[config.mk]
export PLATFORM = sky130hd
export DESIGN_NAME = tone_wave_gen
export DESIGN_NICKNAME = d
export VERILOG_FILES = /design/src/rtl/tone_pkg.sv /design/src/rtl/tone_pwm.sv /design/src/rtl/tone_wave_gen.sv
export SDC_FILE = /design/constraint.sdc
export NUM_CORES = 1
export LEC_CHECK = 0
export ABC_AREA = 1
export CORE_MARGIN = 5
export CORE_UTILIZATION = 30
export DETAILED_ROUTE_END_ITERATION = 8
export PLACE_DENSITY = 0.46
export SLEW_MARGIN = 20
export SYNTH_ARGS = -nofsm -noshare
export SYNTH_HDL_FRONTEND = slang
export SYNTH_SLANG_ARGS = --single-unit
[constraint.sdc]
create_clock -name clk -period 4.38 [get_ports clk]
set_input_delay 0.876 -clock clk [delete_from_list [all_inputs] [get_ports clk]]
set_output_delay 0.876 -clock clk [all_outputs]
set_load 0.005 [all_outputs]
[src/rtl/tone_pkg.sv]
// rtl/tone_pkg.sv - shared types, wave tables and defaults for the tone wave generator
package tone_pkg;

    typedef enum logic {
        IDLE = 1'b0,
        PLAY = 1'b1
    } tone_state_t;

    localparam logic WAVE_SQUARE = 1'b0;
    localparam logic WAVE_TRI    = 1'b1;

    localparam logic [15:0] REST_PERIOD_DEF = 16'd23889;
    localparam logic [7:0]  ENV_CYCLES_DEF  = 8'd16;

    // Packed tables: element [k] is the sample for step k (index 15 written first).
    localparam logic [15:0][7:0] SQUARE_TABLE = {{8{8'd0}}, {8{8'd255}}};
    localparam logic [15:0][7:0] TRI_TABLE = {
        8'd31,  8'd63,  8'd95,  8'd127, 8'd159, 8'd191, 8'd223, 8'd255,
        8'd255, 8'd223, 8'd191, 8'd159, 8'd127, 8'd95,  8'd63,  8'd31
    };

    function automatic logic [7:0] wave_sample(input logic sel, input logic [3:0] k);
        return (sel == WAVE_TRI) ? TRI_TABLE[k] : SQUARE_TABLE[k];
    endfunction

endpackage

[src/rtl/tone_pwm.sv]
// rtl/tone_pwm.sv - free-running 8-bit PWM with registered output
module tone_pwm (
    input  logic       clk,
    input  logic       rst_n,
    input  logic [7:0] amp,
    output logic       pwm_out
);

    logic [7:0] pwm_cnt;

    always_ff @(posedge clk or negedge rst_n) begin
        if (!rst_n) begin
            pwm_cnt <= 8'd0;
            pwm_out <= 1'b0;
        end else begin
            pwm_cnt <= pwm_cnt + 8'd1;
            pwm_out <= (pwm_cnt < amp);
        end
    end

endmodule

[src/rtl/tone_wave_gen.sv]
// rtl/tone_wave_gen.sv - note player stepping a 16-entry wave table into PWM; optional TONE_ENVELOPE_EN volume decay
module tone_wave_gen
    import tone_pkg::*;
#(
    parameter logic [15:0] REST_PERIOD = REST_PERIOD_DEF
`ifdef TONE_ENVELOPE_EN
    ,
    parameter logic [7:0]  ENV_CYCLES  = ENV_CYCLES_DEF
`endif
) (
    input  logic        clk,
    input  logic        rst_n,
    input  logic [15:0] sixteenth_period,
    input  logic [7:0]  note_cycles,
    input  logic        wave_sel,
    input  logic [3:0]  volume,
    input  logic        note_valid,
    output logic        note_ready,
    input  logic        stop,
    output logic        busy,
    output logic        done,
    output logic [3:0]  step,
    output logic        pwm_out
);

    tone_state_t state, state_next;

    logic [15:0] lat_period;
    logic [7:0]  lat_cycles;
    logic        lat_wave;
    logic [3:0]  lat_vol;
    logic [15:0] per_cnt;
    logic [7:0]  cyc_cnt;
    logic [3:0]  vol_eff;
    logic [7:0]  amp;
    logic [7:0]  amp_gated;

    logic [15:0] p_eff;
    logic [7:0]  n_eff;
    logic        accept, step_wrap, cycle_wrap, last_cycle;

    assign note_ready = (state == IDLE) && !stop;
    assign busy       = (state == PLAY);
    assign accept     = note_valid && note_ready;

    assign p_eff      = (lat_period == 16'd0) ? REST_PERIOD : lat_period;
    assign n_eff      = (lat_cycles == 8'd0) ? 8'd1 : lat_cycles;
    assign step_wrap  = (state == PLAY) && (per_cnt == p_eff - 16'd1);
    assign cycle_wrap = step_wrap && (step == 4'd15);
    assign last_cycle = cycle_wrap && (cyc_cnt + 8'd1 == n_eff);

    always_comb begin
        state_next = state;
        case (state)
            IDLE: if (accept) state_next = PLAY;
            PLAY: if (stop || last_cycle) state_next = IDLE;
            default: state_next = IDLE;
        endcase
    end

    always_ff @(posedge clk or negedge rst_n) begin
        if (!rst_n) begin
            state      <= IDLE;
            lat_period <= 16'd0;
            lat_cycles <= 8'd0;
            lat_wave   <= 1'b0;
            lat_vol    <= 4'd0;
            per_cnt    <= 16'd0;
            cyc_cnt    <= 8'd0;
            step       <= 4'd0;
            done       <= 1'b0;
        end else begin
            state <= state_next;
            done  <= 1'b0;
            if (accept) begin
                lat_period <= sixteenth_period;
                lat_cycles <= note_cycles;
                lat_wave   <= wave_sel;
                lat_vol    <= volume;
                per_cnt    <= 16'd0;
                cyc_cnt    <= 8'd0;
                step       <= 4'd0;
            end else if (state == PLAY) begin
                if (stop) begin
                    per_cnt <= 16'd0;
                    cyc_cnt <= 8'd0;
                    step    <= 4'd0;
                end else if (step_wrap) begin
                    per_cnt <= 16'd0;
                    step    <= step + 4'd1;
                    if (cycle_wrap) begin
                        cyc_cnt <= last_cycle ? 8'd0 : cyc_cnt + 8'd1;
                        done    <= last_cycle;
                    end
                end else begin
                    per_cnt <= per_cnt + 16'd1;
                end
            end
        end
    end

`ifdef TONE_ENVELOPE_EN
    logic [7:0] env_cnt;

    // Volume drops one notch per ENV_CYCLES completed waveform cycles, floor at 0.
    always_ff @(posedge clk or negedge rst_n) begin
        if (!rst_n) begin
            vol_eff <= 4'd0;
            env_cnt <= 8'd0;
        end else if (accept) begin
            vol_eff <= volume;
            env_cnt <= 8'd0;
        end else if (cycle_wrap && !stop) begin
            if (env_cnt == ENV_CYCLES - 8'd1) begin
                env_cnt <= 8'd0;
                if (vol_eff != 4'd0) vol_eff <= vol_eff - 4'd1;
            end else begin
                env_cnt <= env_cnt + 8'd1;
            end
        end
    end
`else
    assign vol_eff = lat_vol;
`endif

    assign amp = 8'(({4'd0, wave_sample(lat_wave, step)} * {8'd0, vol_eff}) >> 4);

    // Gate on stop too so pwm_out is already low in the first IDLE cycle after an abort.
    assign amp_gated = ((state == PLAY) && !stop && (lat_period != 16'd0)) ? amp : 8'd0;

    tone_pwm u_pwm (
        .clk     (clk),
        .rst_n   (rst_n),
        .amp     (amp_gated),
        .pwm_out (pwm_out)
    );

endmodule

==> impl_metrics.csv <==
group,metric,value,unit
run_status,status,"complete, no violations",
critical_path,crit_family,"adder cells",
layout,diodes,0,
critical_path,crit_path_max_fanout,5,
min_path,min_from,"lat_cycles[0]$_DFFE_PN0P_",
sta,relSlewSlack,0.510,
clock_network,ctsLongestPathBuffers,2,
global_routing,use_met3,0.0303,
power,ir_drop,0.000178,V
routing,wirelength,12500,um
yosys,ys_ff_latch,68,
routing,drcViolationCount,0,
floorplan,fp.dieW,139,um
placement,portBuffers,40,
floorplan,die-area,19200,um^2
routing,drtAntennaViolNets,0,
critical_path,path_cells,"buf_4 > xor2_1 > o21ai_1 > inv_1 > nand2_1 > inv_1 > fa_1 > inv_1 > fa_1 > inv_1 > ha_1 > inv_1 > o21ai_0 > a311oi_1 > nand2_1 > nand2_1 > nand2_1 > xor2_1 > nand2_1 > ha_4 > nand2_1 > o21ai_1 > a21oi_1",
routing,routed_via_density,4.55,
placement,post-dp-hpwl,9350,um
layout,nets,784,
global_routing,grt_pass1_wl,21300,um
yosys,ys_warn_count,0,
global_routing,antenna_found_initial,0,
sta,finalCritPeriodShare,0.925,
yosys,synthesis.area,4970,um^2
global_routing,grt_usage,0.134,
sta,fin_skew,7.35,ps
global_routing,grtUsageMet1,0.188,
global_routing,met2_usage,0.210,
routing,drt-wirelength-per-cell,13.3,um
min_path,holdPathEnd,"lat_cycles[0]$_DFFE_PN0P_",
sta,grt_setup_unrepaired,"false",
layout,nFillCells,1724,
layout,multiInputGateArea,2870,um^2
floorplan,die_h,139,um
sta,hold_violations,0,
clock_network,cts_buffers,9,
job,cap_violations,0,
critical_path,critPathBufInv,6,
floorplan,core-area,16400,um^2
floorplan,start_util,0.303,
routing,num_vias,4280,
layout,regArea,1700,um^2
critical_path,reg2reg_depth,23,
yosys,yosysSeqAreaShare,0.342,
critical_path,worstReg2RegEnd,"u_pwm.pwm_out$_DFF_PN0_",
critical_path,crit_path_end_kind,"flip-flop",
global_routing,grt_pass1_vias,4215,
clock_network,clock_latency,340,ps
critical_path,critPathMaxStageDelay,520,ps
clock_network,cts_tree,"done",
critical_path,crit_slowest_cell,"fa_1",
clock_network,clock-root-buffer,"clkbuf_16",
clock_network,clk_pin_slew,60,ps
critical_path,worstReg2RegStart,"step[3]$_DFFE_PN0P_",
sta,fin_tns_setup,0,ps
global_routing,gr-max-usage-layer,"met2",
clock_network,htreeDepth,3,
sta,slew_viol_final,0,
sta,setup_violations,0,
yosys,netlist_instances,665,
placement,dp.cells,921,
routing,dr.pass1.iters,5,
sta,clock.fmax,247,MHz
global_routing,overflow,0,
floorplan,rows,47,
critical_path,critPathKind,"reg -> reg",
critical_path,worstPathRequired,4590,ps
critical_path,startpoint_type,"flip-flop",
critical_path,cp_common_cell,"nand2_1",
power,leakage,2.99,nW
yosys,synth.avg_cell_area,7.47,um^2
layout,syn2layout_area_growth,20.1,%
min_path,worst_hold_path_type,"reg -> reg",
critical_path,crit_arrival,4270,ps
min_path,hold-path-cell-count,2,
sta,timing.hold.ws,494,ps
critical_path,r2r_slack,330,ps
routing,drt-initial-drc-count,188,
sta,fin_crit,4050,ps
floorplan,num_io_pins,41,
layout,layout.cells.non_filler,940,
placement,gp_congestion,0.818,
sta,worst_pin_slew,735,ps
yosys,synth_nets,734,
clock_network,cts_sinks,68,
yosys,synth.distinct_cells,34,
layout,layout-drive-gt1-share,0.122,
global_routing,grt_max_degree,52,
power,p_per_area,440,nW/um^2
==> layout by cell type (no fill, tap or decap), types with 10 or more instances in the layout <==
master and n:
clkdlybuf4s50_1 39, o21ai_0 24, nor2_1 55, a21oi_2 11, nand2_2 14, ha_1 26
nand3_1 66, dfrtp_1 68, xnor2_1 10, buf_4 10, xor2_1 29, nand2_1 175
inv_1 92
==> cell usage after synthesis, drive strengths merged <==
master	number	area, um^2
nor4	3	18.8
nor2	66	285
nand2	195	795
o311ai	1	8.76
nor3	8	40.0
xor2	30	270
nand3	67	348
clkbuf	8	30.0
buf	3	42.5
a311oi	1	8.76
ha	27	338
nand4	10	77.6
and3	1	6.26
inv	98	368
nor3b	1	7.51
dfrtp	68	1700
o22ai	1	12.5
a21oi	20	134
nand3b	3	26.3
or2	7	43.8
xnor2	10	87.6
fa	9	180
o21ai	28	140
==> worst max path at each step <==
stage                         start                      end  slack, ps  cells after the start
6_report        step[3]$_DFFE_PN0P_  u_pwm.pwm_out$_DFF_PN0_        330                     23
5_1_grt         step[3]$_DFFE_PN0P_  u_pwm.pwm_out$_DFF_PN0_          2                     23
4_1_cts        lat_wave$_DFFE_PN0P_  u_pwm.pwm_out$_DFF_PN0_         80                     26
3_5_place_dp   lat_wave$_DFFE_PN0P_  u_pwm.pwm_out$_DFF_PN0_        100                     26
3_3_place_gp   lat_wave$_DFFE_PN0P_  u_pwm.pwm_out$_DFF_PN0_        230                     26
2_1_floorplan   step[3]$_DFFE_PN0P_  u_pwm.pwm_out$_DFF_PN0_        320                     25
==> registers in the layout (all words and copies together) (netlist names) <==
signal         flops
busy               1
done               1
lat_wave           1
per_cnt           16
u_pwm.pwm_cnt      8
lat_period        16
u_pwm.pwm_out      1
step               4
lat_cycles         8
cyc_cnt            8
lat_vol            4
==> power by group <==
group          total, mW  switching [mW]  internal (mW)  leakage, nW
Combinational       1.16           0.671          0.492         1.98
Clock              0.691           0.293          0.397        0.135
Sequential         0.770          0.0672          0.703        0.881
Total               2.62            1.03           1.59         2.99
==> per-layer routing <==
metal,up-vias,part of all wire
met1,1995,0.49
li1,2195,-
met2,77,0.45
met5,-,0
met4,0,0.013
met3,13,0.040
==> per-stage QoR <==
step,setup WS (ps),utilization,power (mW),instance area (um^2)
2_1_floorplan,324,-,1.60,4970
3_3_place_gp,230,0.343,1.87,5620
3_5_place_dp,98.1,0.343,1.89,5620
4_1_cts,80.2,0.359,2.61,5900
5_1_grt,2.17,0.364,2.86,5970
6_report,327,0.364,2.62,5970
==> what timing repair did <==
action                                  4_1_cts  5_1_grt
hold endpoints to repair                      0        0
buffers inserted                              0        3
endpoints found under the setup margin        0        1
hold buffers                                  0        0
gates resized for setup                       0       20
==> cell type report <==
type | instances | share of cell area
clock buffers | 10 | 0.0400
well taps | 220 | 0.0461
clock inverters | 6 | 0.00650
inverters | 98 | 0.0621
flip-flops and latches | 68 | 0.285
repair buffers | 50 | 0.0788
multi-input cells | 488 | 0.481
==> kinds of logic (layout without fill, tap and decap cells) <==
kind of cell               count (synthesis)  after routing  synth area share
buffers and inverters                    109            164            0.0886
adders and majority gates                 36             36             0.104
xor gates and xnor gates                  40             40            0.0720
DFF                                       68             68             0.342
AOI/OAI and AO/OA                         51             51            0.0612
and+or+nand+nor                          361            361             0.332
==> worst reg2reg max path, cell delays in order (launching register included) <==
cell	delay (ps)
dfrtp_1	400
buf_4	160
xor2_1	140
o21ai_1	130
inv_1	110
nand2_1	80
inv_1	50
fa_1	500
inv_1	60
fa_1	520
inv_1	40
ha_1	320
inv_1	90
o21ai_0	90
a311oi_1	220
nand2_1	100
nand2_1	90
nand2_1	60
xor2_1	120
nand2_1	100
ha_4	320
nand2_1	60
o21ai_1	120
a21oi_1	50
Power figures use the tool's default switching activity.
